==> src/rtl/wb_rr_arbiter.sv <==
// -----------------------------------------------------------------------------
// wb_rr_arbiter
//
// Round-robin Wishbone B4 classic arbiter that shares one slave port between
// NUM_MASTERS bus masters. The winning master keeps the bus for as long as it
// holds cyc, so multi-access register sequences are never interleaved.
// Fairness is applied only when the owner releases cyc.
//
// Optional feature macro: WB_ARB_TIMEOUT_EN
//   When defined, a 16-bit watchdog aborts an access the slave never
//   acknowledges. After TIMEOUT stalled strobe cycles, m_err pulses to the
//   owner and the slave cycle is dropped until the owner releases cyc.
//   When undefined, m_err is tied low and there is no ABORT state.
//
// Parameters:
//   NUM_MASTERS  number of requesters (2..8)
//   ADDR_W       address width
//   DATA_W       data width (select width is DATA_W/8)
//   TIMEOUT      watchdog limit in cycles (1..65535), used with the macro
//
// Ports:
//   wb_clk, wb_rst          clock, asynchronous active-high reset
//   m_cyc/m_stb/m_we        per-master control, one bit per master
//   m_adr/m_dat_w/m_sel     packed per-master address, write data, selects
//   m_dat_r                 slave read data broadcast to every master
//   m_ack/m_err             per-master acknowledge / error
//   s_cyc/s_stb/s_we        control towards the slave
//   s_adr/s_dat_w/s_sel     address, write data, selects towards the slave
//   s_dat_r/s_ack           read data and acknowledge from the slave
//   grant                   one-hot current owner, zero when the bus is idle
// -----------------------------------------------------------------------------
module wb_rr_arbiter #(
  parameter int NUM_MASTERS = 2,
  parameter int ADDR_W      = 32,
  parameter int DATA_W      = 32,
  parameter int TIMEOUT     = 255
) (
  input  logic                            wb_clk,
  input  logic                            wb_rst,
  input  logic [NUM_MASTERS-1:0]          m_cyc,
  input  logic [NUM_MASTERS-1:0]          m_stb,
  input  logic [NUM_MASTERS-1:0]          m_we,
  input  logic [NUM_MASTERS*ADDR_W-1:0]   m_adr,
  input  logic [NUM_MASTERS*DATA_W-1:0]   m_dat_w,
  input  logic [NUM_MASTERS*(DATA_W/8)-1:0] m_sel,
  output logic [DATA_W-1:0]               m_dat_r,
  output logic [NUM_MASTERS-1:0]          m_ack,
  output logic [NUM_MASTERS-1:0]          m_err,
  output logic                            s_cyc,
  output logic                            s_stb,
  output logic                            s_we,
  output logic [ADDR_W-1:0]               s_adr,
  output logic [DATA_W-1:0]               s_dat_w,
  output logic [DATA_W/8-1:0]             s_sel,
  input  logic [DATA_W-1:0]               s_dat_r,
  input  logic                            s_ack,
  output logic [NUM_MASTERS-1:0]          grant
);

  localparam int SEL_W = DATA_W / 8;
  localparam int PTR_W = $clog2(NUM_MASTERS);

  // Catch illegal configurations at elaboration time.
  if (NUM_MASTERS < 2 || NUM_MASTERS > 8) begin : g_bad_num_masters
    $error("wb_rr_arbiter: NUM_MASTERS must be in 2..8");
  end
  if (TIMEOUT < 1 || TIMEOUT > 65535) begin : g_bad_timeout
    $error("wb_rr_arbiter: TIMEOUT must be in 1..65535");
  end

`ifdef WB_ARB_TIMEOUT_EN
  typedef enum logic [1:0] {IDLE, OWN, ABORT} state_t;
`else
  typedef enum logic [0:0] {IDLE, OWN} state_t;
`endif

  state_t                 state_q, state_d;
  logic [NUM_MASTERS-1:0] grant_d;
  logic [PTR_W-1:0]       ptr_q, ptr_d;

  logic                   arb_found;
  logic [NUM_MASTERS-1:0] arb_oh;
  logic [PTR_W-1:0]       arb_next_ptr;

  logic                   own_cyc, own_stb, own_we;
  logic [ADDR_W-1:0]      own_adr;
  logic [DATA_W-1:0]      own_dat;
  logic [SEL_W-1:0]       own_sel;
  logic                   bus_live;
  logic                   do_arb;

`ifdef WB_ARB_TIMEOUT_EN
  localparam logic [15:0] WDOG_LIMIT = 16'(TIMEOUT);
  logic [15:0] wdog_q, wdog_d;
  logic        err_q, err_d;
`endif

  // Round-robin search: first requester at or above the pointer, wrapping.
  // The pointer already holds (last winner + 1), so this one search serves
  // both the idle case and the release case.
  always_comb begin
    int k;
    k            = 0;
    arb_found    = 1'b0;
    arb_oh       = '0;
    arb_next_ptr = '0;
    for (int i = 0; i < NUM_MASTERS; i++) begin
      k = int'(ptr_q) + i;
      if (k >= NUM_MASTERS) k = k - NUM_MASTERS;
      if (!arb_found && m_cyc[k]) begin
        arb_found    = 1'b1;
        arb_oh[k]    = 1'b1;
        arb_next_ptr = (k == NUM_MASTERS - 1) ? '0 : PTR_W'(k + 1);
      end
    end
  end

  // AND-OR mux of the owner's inputs; a zero grant naturally yields zeros,
  // which keeps the slave-side address/data/select quiet when idle.
  always_comb begin
    own_cyc = |(m_cyc & grant);
    own_stb = |(m_stb & grant);
    own_we  = |(m_we  & grant);
    own_adr = '0;
    own_dat = '0;
    own_sel = '0;
    for (int i = 0; i < NUM_MASTERS; i++) begin
      own_adr = own_adr | (m_adr[i*ADDR_W +: ADDR_W]   & {ADDR_W{grant[i]}});
      own_dat = own_dat | (m_dat_w[i*DATA_W +: DATA_W] & {DATA_W{grant[i]}});
      own_sel = own_sel | (m_sel[i*SEL_W +: SEL_W]     & {SEL_W{grant[i]}});
    end
  end

  // Slave-side outputs. Cycle and strobe only pass while the owner is live;
  // during an abort the grant is held but the slave sees no cycle.
  always_comb begin
    bus_live = (state_q == OWN);
    s_cyc    = bus_live & own_cyc;
    s_stb    = bus_live & own_stb;
    s_we     = own_we;
    s_adr    = own_adr;
    s_dat_w  = own_dat;
    s_sel    = own_sel;
    m_dat_r  = s_dat_r;
    m_ack    = grant & {NUM_MASTERS{bus_live & s_ack}};
`ifdef WB_ARB_TIMEOUT_EN
    m_err    = grant & {NUM_MASTERS{err_q}};
`else
    m_err    = '0;
`endif
  end

  // Next-state logic. Arbitration runs from IDLE, or whenever the current
  // owner has dropped cyc, so a waiting master takes over on the same edge
  // with no dead cycle in between.
  always_comb begin
    state_d = state_q;
    grant_d = grant;
    ptr_d   = ptr_q;
    do_arb  = 1'b0;
`ifdef WB_ARB_TIMEOUT_EN
    wdog_d  = wdog_q;
    err_d   = 1'b0;
`endif

    case (state_q)
      IDLE: do_arb = 1'b1;
      OWN: begin
        if (!own_cyc) begin
          do_arb = 1'b1;
        end
`ifdef WB_ARB_TIMEOUT_EN
        else if (s_ack) begin
          wdog_d = '0;
        end else if (own_stb) begin
          if (wdog_q == WDOG_LIMIT - 16'd1) begin
            wdog_d  = WDOG_LIMIT;
            err_d   = 1'b1;
            state_d = ABORT;
          end else begin
            wdog_d = wdog_q + 16'd1;
          end
        end
`endif
      end
`ifdef WB_ARB_TIMEOUT_EN
      ABORT: begin
        if (!own_cyc) do_arb = 1'b1;
      end
`endif
      default: do_arb = 1'b1;
    endcase

    if (do_arb) begin
`ifdef WB_ARB_TIMEOUT_EN
      wdog_d = '0;
`endif
      if (arb_found) begin
        state_d = OWN;
        grant_d = arb_oh;
        ptr_d   = arb_next_ptr;
      end else begin
        state_d = IDLE;
        grant_d = '0;
      end
    end
  end

  // State register; reset clears ownership at once, which drops every
  // combinational slave-side and ack output in the same instant.
  always_ff @(posedge wb_clk or posedge wb_rst) begin
    if (wb_rst) begin
      state_q <= IDLE;
      grant   <= '0;
      ptr_q   <= '0;
`ifdef WB_ARB_TIMEOUT_EN
      wdog_q  <= '0;
      err_q   <= 1'b0;
`endif
    end else begin
      state_q <= state_d;
      grant   <= grant_d;
      ptr_q   <= ptr_d;
`ifdef WB_ARB_TIMEOUT_EN
      wdog_q  <= wdog_d;
      err_q   <= err_d;
`endif
    end
  end

endmodule
==> config.mk <==
export PLATFORM = sky130hd
export DESIGN_NAME = wb_rr_arbiter
export DESIGN_NICKNAME = d
export VERILOG_FILES = /design/src/rtl/wb_rr_arbiter.sv
export SDC_FILE = /design/constraint.sdc
export NUM_CORES = 1
export LEC_CHECK = 0
export ABC_AREA = 1
export ABC_CLOCK_PERIOD_IN_PS = 1100
export BUFFER_PORTS_ARGS = -buffer_cell sky130_fd_sc_hd__buf_2
export CORE_AREA = 2 2 111 113
export DETAILED_ROUTE_END_ITERATION = 10
export DIE_AREA = 0 0 113 115
export PLACE_DENSITY_LB_ADDON = 0.15
export SYNTH_ARGS = -nofsm -noshare
export SYNTH_HDL_FRONTEND = slang
export SYNTH_SLANG_ARGS = --single-unit
==> constraint.sdc <==
create_clock -name wb_clk -period 1.1 [get_ports wb_clk]
set_input_delay 0.165 -clock wb_clk [delete_from_list [all_inputs] [get_ports wb_clk]]
set_output_delay 0.165 -clock wb_clk [all_outputs]
set_load 0.02 [all_outputs]
==> results of run 1 <==
-- routing by layer --
layer	global-route usage	up-vias	share of wire
met4	0.01870	0	0.0083
li1	-	917	-
met3	0.01476	8	0.097
met1	0.08748	856	0.35
met5	0	-	0
met2	0.1565	121	0.55
-- per-stage QoR --
| step | total power, W | setup WS, ps | std cells | area, um^2 |
|---|---|---|---|---|
| 2_1_floorplan | 0.002708 | -82.77 | 152 | 1252 |
| 3_3_place_gp | 0.003785 | -112.5 | 479 | 2310 |
| 3_5_place_dp | 0.003770 | -121.4 | 479 | 2310 |
| 4_1_cts | 0.004455 | -358.1 | 485 | 2439 |
| 5_1_grt | 0.005419 | -387.9 | 487 | 2764 |
| 6_report | 0.005129 | -347.4 | 487 | 2764 |
-- registers in the layout (all words and copies together), names as in the netlist --
| name | cells |
|---|---|
| grant | 2 |
| ptr_q | 1 |
| bus_live | 1 |
-- synthesized netlist by cell type --
cell type	n
nand2_2	1
inv_1	5
a21oi_1	2
nand3b_1	1
a22o_1	69
nand2_4	1
or2_2	1
buf_4	36
nor2_1	1
conb_1	1
buf_2	13
and3_1	1
nand2_1	11
dfrtp_1	4
inv_2	1
nor3_1	1
buf_6	1
o21ai_1	1
-- area by class of cell --
| cell class | instances | area, um^2 | share of cell area |
|---|---|---|---|
| Tap cell | 147 | 183.9 | 0.06655 |
| Timing Repair Buffer | 234 | 1594 | 0.5767 |
| Clock buffer | 4 | 78.83 | 0.02852 |
| Multi-Input combinational cell | 92 | 782.0 | 0.2829 |
| Sequential cell | 4 | 102.6 | 0.03712 |
| Inverter | 6 | 22.52 | 0.008148 |
-- worst max path at each step --
stage,slack [ps],startpoint,endpoint
finish,-350,grant[1]$_DFFE_PP0P_,s_adr[16]
global route,-390,grant[1]$_DFFE_PP0P_,s_adr[16]
CTS,-360,grant[1]$_DFFE_PP0P_,s_adr[16]
detailed placement,-120,grant[1]$_DFFE_PP0P_,s_adr[16]
global placement,-110,grant[1]$_DFFE_PP0P_,s_dat_w[21]
floorplan,-80,grant[1]$_DFFE_PP0P_,s_adr[0]
-- power groups by stage --
stage / Sequential, W / Combinational, W / Clock, W
2_1_floorplan: 0.000247 / 0.00246 / 0
3_3_place_gp: 0.000268 / 0.00352 / 0
3_5_place_dp: 0.000270 / 0.00350 / 0
4_1_cts: 0.000270 / 0.00359 / 0.000596
5_1_grt: 0.000279 / 0.00452 / 0.000616
6_report: 0.000269 / 0.00428 / 0.000583
-- cells by family (layout without fill, tap and decap cells) --
| kind of cell | count (synthesis) | count (layout) |
|---|---|---|
| AOI/OAI and AO/OA | 72 | 72 |
| buffers and inverters | 56 | 244 |
| and+or+nand+nor | 18 | 18 |
| DFF | 4 | 4 |
| other | 1 | 2 |
-- worst max-delay path: cells and delay by family (launching register included) --
kind	cells	cell delay [ps]
buffers and inverters	2	340
flip-flops	1	460
AO/OA/AOI/OAI	1	240
-- what timing repair did --
action / CTS / global route
cloned: 0 / 0
setup endpoints to repair: 78 / 78
resized for setup: 11 / 100
hold buffers: 1 / 0
endpoints found under the hold margin: 4 / 0
buffers inserted: 1 / 2
==> summary.txt, run 1 <==
Detailed routing
  • Starting DRC count in detailed routing: 71
  • Total number of vias: 1902
  • Total iterations of the first detailed-routing run: 7
  • Number of DRC violations after detailed routing: 19
  • Antenna Nets Post-Route: 0
  • Average via count per standard cell: 3.906
  • Average wire per cell in the routed design: 13.05 um
  • Final Routed Wirelength: 6353 um

Synthesis
  • Largest area contributor in the synthesized netlist: a22o_1
  • Number of standard cells after synthesis: 151
  • Area fraction of the dominant cell type after synthesis: 0.5122
  • Adder-Cell Fraction of Synth Area: 0
  • Xor and xnor fraction of the mapped netlist area: 0
  • Per-instance average area after synthesis: 7.814 um^2
  • Cell types occupying the most area after synthesis: a22o_1, buf_4, dfrtp_1
  • Compound-Gate Fraction of Synth Area: 0.5249
  • Number of synthesized register bits: 4
  • Proportion of synthesized area in mux cells: 0
  • Share of the yosys chip area belonging to registers: 0.08484
  • Post-synthesis share of cell area spent on and, or, nand and nor gates: 0.07423
  • Warning count from the yosys run: 0
  • Post-synth design cell area: 0.001180 mm^2
  • Main combinational cell family by area after synthesis: compound AO/OA/AOI/OAI gates
  • Distinct cell type count of the synthesized netlist: 18

Timing
  • Final WS setup: -347.4 ps
  • Share of the clock period used by the worst path after layout: 1.316
  • RSZ-0062 raised after global routing: true
  • Max Transition Viols Final: 0
  • Final min period: 1447 ps
  • Hold WS: 198.9 ps
  • Final setup violating endpoints: 76
  • Number of hold violations in the final report: 0
  • Setup TNS: -22990 ps
  • Worst clock skew: 2.788 ps
  • Maximum clock frequency: 690.9 MHz

Pwr
  • Pwr Density: 1856 mW/mm^2
  • Net switching power figure: 0.002328 W
  • Logic gate share of total power: 0.834
  • Proportion of power drawn by the clock network: 0.114
  • Internal power: 0.002802 W
  • Share of total power consumed by net switching: 0.4538
  • Sequential share of power: 0.052
  • Highest ir drop seen on vdd: 0.7765 mV
  • Static power due to leakage: 1.553 nW

Clock tree
  • Clock tree from TritonCTS: done
  • Root buffer cell: clkbuf_16
  • Clock latency reported for the late side of the worst-skew pair: 230 ps
  • Sink count of the clock tree: 4
  • Clock buffer count from CTS: 3
  • H-tree depth: 1
  • CTS max path bufs: 2
  • Clock transition at the register clock pins on the worst setup and hold paths after CTS: 30 ps

Critical path
  • Critical-path cell list: buf_12, a22o_4, buf_2
  • Type of the setup path with the least slack: flip-flop to output port
  • Worst reg2reg setup slack: -10 ps
  • Data arrival time of the critical path: 1280 ps
  • CP Capture Type: output port
  • Startpoint type of the worst setup path: flip-flop
  • Max stage delay on crit path: 460 ps
  • Worst r2r src: grant[1]$_DFFE_PP0P_
  • Crit Reg-Reg Endpoint: grant[0]$_DFFE_PP0P_
  • Required arrival time at the worst endpoint: 940 ps
  • Crit path max fanout: 31
  • Cell count of the worst reg-to-reg path: 7
  • Slowest cell on crit path: dfrtp_2

GRT
  • Maximum number of pins on one net before global-route repair: 43
  • Global-route wire length before repair: 8424 um
  • Antenna violations before repair: 0
  • GRT Overall Usage: 0.07939
  • GRT overflow: 0
  • Via count of the first global-routing pass: 1691

Die
  • Floorplan core area: 0.01181 mm^2
  • Starting density of the core: 0.09989
  • Total number of placement rows: 40
  • Die Ht: 115 um
  • Die extent in x: 113 um
  • Number of ports placed on the die boundary: 286
  • Overall die area: 0.01300 mm^2

Job
  • Number of maximum-capacitance constraint violations: 0

Placement
  • Final HPWL DP: 5144 um
  • Number of buffers added on ports: 219
  • Routability congestion estimate: 0.7313

Cells and area
  • Net count, final: 518
  • Commonest cells after routing, fill and taps aside: buf_2, a22o_1, buf_6
  • Filler Cell Count: 1325
  • Utilization of the core after routing: 0.2340
  • Commonest non-fill, non-tap cell in the layout: buf_2
  • Share of final-layout standard cells stronger than drive strength 1: 0.7441
  • Area overhead of the layout relative to synthesis: 134.3%
  • Number of diodes added for antenna fixing: 0

Worst hold path
  • Hold Path End: bus_live$_DFFE_PP0P_
  • Start point of the worst min-delay path: m_cyc[0]
  • Class of the most critical hold timing path: primary input to flip-flop
  • Cell depth of the worst min-delay path: 2

Outcome
  • Result of the run: finished with violations
  • Violated checks: design-rule violations, negative setup slack
No activity file was read; power rests on OpenSTA's default activity.
==> run 2: changes to the inputs <==
--- a/config.mk
+++ b/config.mk
@@ -7,11 +7,12 @@
 export LEC_CHECK = 0
 export ABC_AREA = 1
 export ABC_CLOCK_PERIOD_IN_PS = 1100
-export BUFFER_PORTS_ARGS = -buffer_cell sky130_fd_sc_hd__buf_2
 export CORE_AREA = 2 2 111 113
 export DETAILED_ROUTE_END_ITERATION = 10
 export DIE_AREA = 0 0 113 115
+export DONT_BUFFER_PORTS = 1
 export PLACE_DENSITY_LB_ADDON = 0.15
+export SLEW_MARGIN = 30
 export SYNTH_ARGS = -nofsm -noshare
 export SYNTH_HDL_FRONTEND = slang
 export SYNTH_SLANG_ARGS = --single-unit
==> summary.txt, run 2 (same netlist as run 1, synthesis figures left out) <==
Clock tree
  • Root buffer cell: clkbuf_16
  • H-tree depth: 1
  • CTS max path bufs: 2
  • Sink count of the clock tree: 4
  • Clock latency reported for the late side of the worst-skew pair: 230 ps
  • Clock transition at the register clock pins on the worst setup and hold paths after CTS: 30 ps
  • Clock tree from TritonCTS: done
  • Clock buffer count from CTS: 3

Critical path
  • Type of the setup path with the least slack: flip-flop to output port
  • CP Capture Type: output port
  • Max stage delay on crit path: 430 ps
  • Crit path max fanout: 34
  • Critical-path cell list: buf_12, a22o_1, buf_6
  • Data arrival time of the critical path: 1240 ps
  • Total buffers and inverters traversed by the critical path: 2
  • Startpoint type of the worst setup path: flip-flop
  • Required arrival time at the worst endpoint: 940 ps
  • Kind of cell adding the most delay to the critical path: flip-flops
  • Slowest cell on crit path: dfrtp_2

Timing
  • Hold WS: 47.93 ps
  • RSZ-0062 raised after global routing: true
  • Maximum clock frequency: 710.9 MHz
  • Setup TNS: -19850 ps
  • Final WS setup: -306.7 ps
  • Final min period: 1407 ps
  • Share of the clock period used by the worst path after layout: 1.279
  • Max Transition Viols Final: 0
  • Final setup violating endpoints: 78
  • Worst clock skew: 2.724 ps
  • Number of hold violations in the final report: 0

Die
  • Floorplan core area: 0.01181 mm^2
  • Total number of placement rows: 40
  • Number of ports placed on the die boundary: 286
  • Overall die area: 0.01300 mm^2
  • Die Ht: 115 um
  • Die extent in x: 113 um
  • Starting density of the core: 0.09989

Detailed routing
  • Total number of vias: 1173
  • Average wire per cell in the routed design: 19.74 um
  • Number of DRC violations after detailed routing: 18
  • Met3 wirelength from detailed routing: 591 um
  • Antenna Nets Post-Route: 0
  • Topmost layer with routed signal wires: met4
  • Routed wire length on met2: 2742 um
  • Average via count per standard cell: 4.313
  • Total iterations of the first detailed-routing run: 8
  • Starting DRC count in detailed routing: 50
  • Metal-1 WL: 1950 um
  • Final Routed Wirelength: 5368 um

Pwr
  • Highest ir drop seen on vdd: 1.075 mV
  • Pwr Density: 2390 mW/mm^2
  • Static power due to leakage: 0.8498 nW

Placement
  • Number of buffers added on ports: 0
  • Routability congestion estimate: 0.7472
  • Setup WS pre-CTS: -106.4 ps
  • Final HPWL DP: 3921 um
  • # placed instances: 257

GRT
  • GRT overflow: 0
  • GRT Overall Usage: 0.06229
  • Global-route wire length before repair: 6134 um
  • Via count of the first global-routing pass: 1045
  • Antenna violations before repair: 0
  • Maximum number of pins on one net before global-route repair: 35

Cells and area
  • Top register by number of flip-flops: grant
  • Share of final-layout standard cells stronger than drive strength 1: 0.7920
  • Net count, final: 304
  • Flip-flop count of the largest register, all copies and words added: 2
  • Commonest non-fill, non-tap cell in the layout: a22o_4
  • Commonest cells after routing, fill and taps aside: a22o_4, a22o_2, buf_6
  • Number of diodes added for antenna fixing: 0
  • Area overhead of the layout relative to synthesis: 64.58%
  • Number of non-filler instances in the completed layout: 272

Outcome
  • Violated checks: design-rule violations, negative setup slack
  • Result of the run: finished with violations

Job
  • Number of maximum-capacitance constraint violations: 0

Worst hold path
  • Class of the most critical hold timing path: primary input to flip-flop
## run 2: cell count changes in the layout (fill, tap and decap cells not counted), sizes merged
cell / delta
clkbuf: +1
buf: -216
## run 2: layer usage
metal  up-vias  global-route usage
met5         -                   0
met4         0             0.02520
met3        11             0.01792
met2       124              0.1022
met1       547             0.07707
li1        491                   -
## run 2: report_power, final
| part | leakage, nW | internal (W) | switching [W] |
|---|---|---|---|
| logic | 0.768 | 0.00173 | 0.00209 |
| registers | 0.0448 | 0.000192 | 0.0000581 |
| clock network | 0.0370 | 0.000465 | 0.000105 |
## run 2: timing repair
item	in CTS	in global routing
resized for setup	59	64
gates cloned	2	3
endpoints found under the setup margin	74	78
endpoints found under the hold margin	4	0
hold buffers	1	0
pin swaps	2	6
setup buffers	5	3
## run 2: final cells by class
class | instances | area, um^2
Timing Repair Buffer | 20 | 311.5
Multi-Input combinational cell | 92 | 1239
Sequential cell | 4 | 102.6
Inverter | 6 | 30.03
Fill cell | 1306 | 9869
Tap cell | 147 | 183.9
Clock buffer | 3 | 75.07
## run 2: worst paths after layout
kind,slack (ps),end,start,depth (start not counted)
max in group asynchronous,650,grant[0]$_DFFE_PP0P_,wb_rst,2
max,-310,s_dat_w[1],grant[1]$_DFFE_PP0P_,3
min in group asynchronous,270,bus_live$_DFFE_PP0P_,wb_rst,2
min,50,bus_live$_DFFE_PP0P_,m_cyc[1],1
max reg2reg,-130,ptr_q$_DFFE_PP0P_,grant[1]$_DFFE_PP0P_,9
min reg2reg,520,ptr_q$_DFFE_PP0P_,ptr_q$_DFFE_PP0P_,2
## run 2: metrics by stage
step	power [W]	util	cell area, um^2
after floorplan	0.002708	-	1252
after global placement	0.002835	0.09979	1179
after detailed placement	0.002835	0.09979	1179
after CTS	0.004103	0.1365	1613
after global routing	0.004842	0.1644	1942
final	0.004641	0.1644	1942
## run 2: worst register-to-register path, stage by stage, from the launching register on
cell and delay [ps]:
dfrtp_2 430, buf_6 150, buf_6 120, nand2_2 50, nand2_2 60, nand2_4 70
buf_6 110, nand2_2 40, nand2_1 50, nand2_1 50
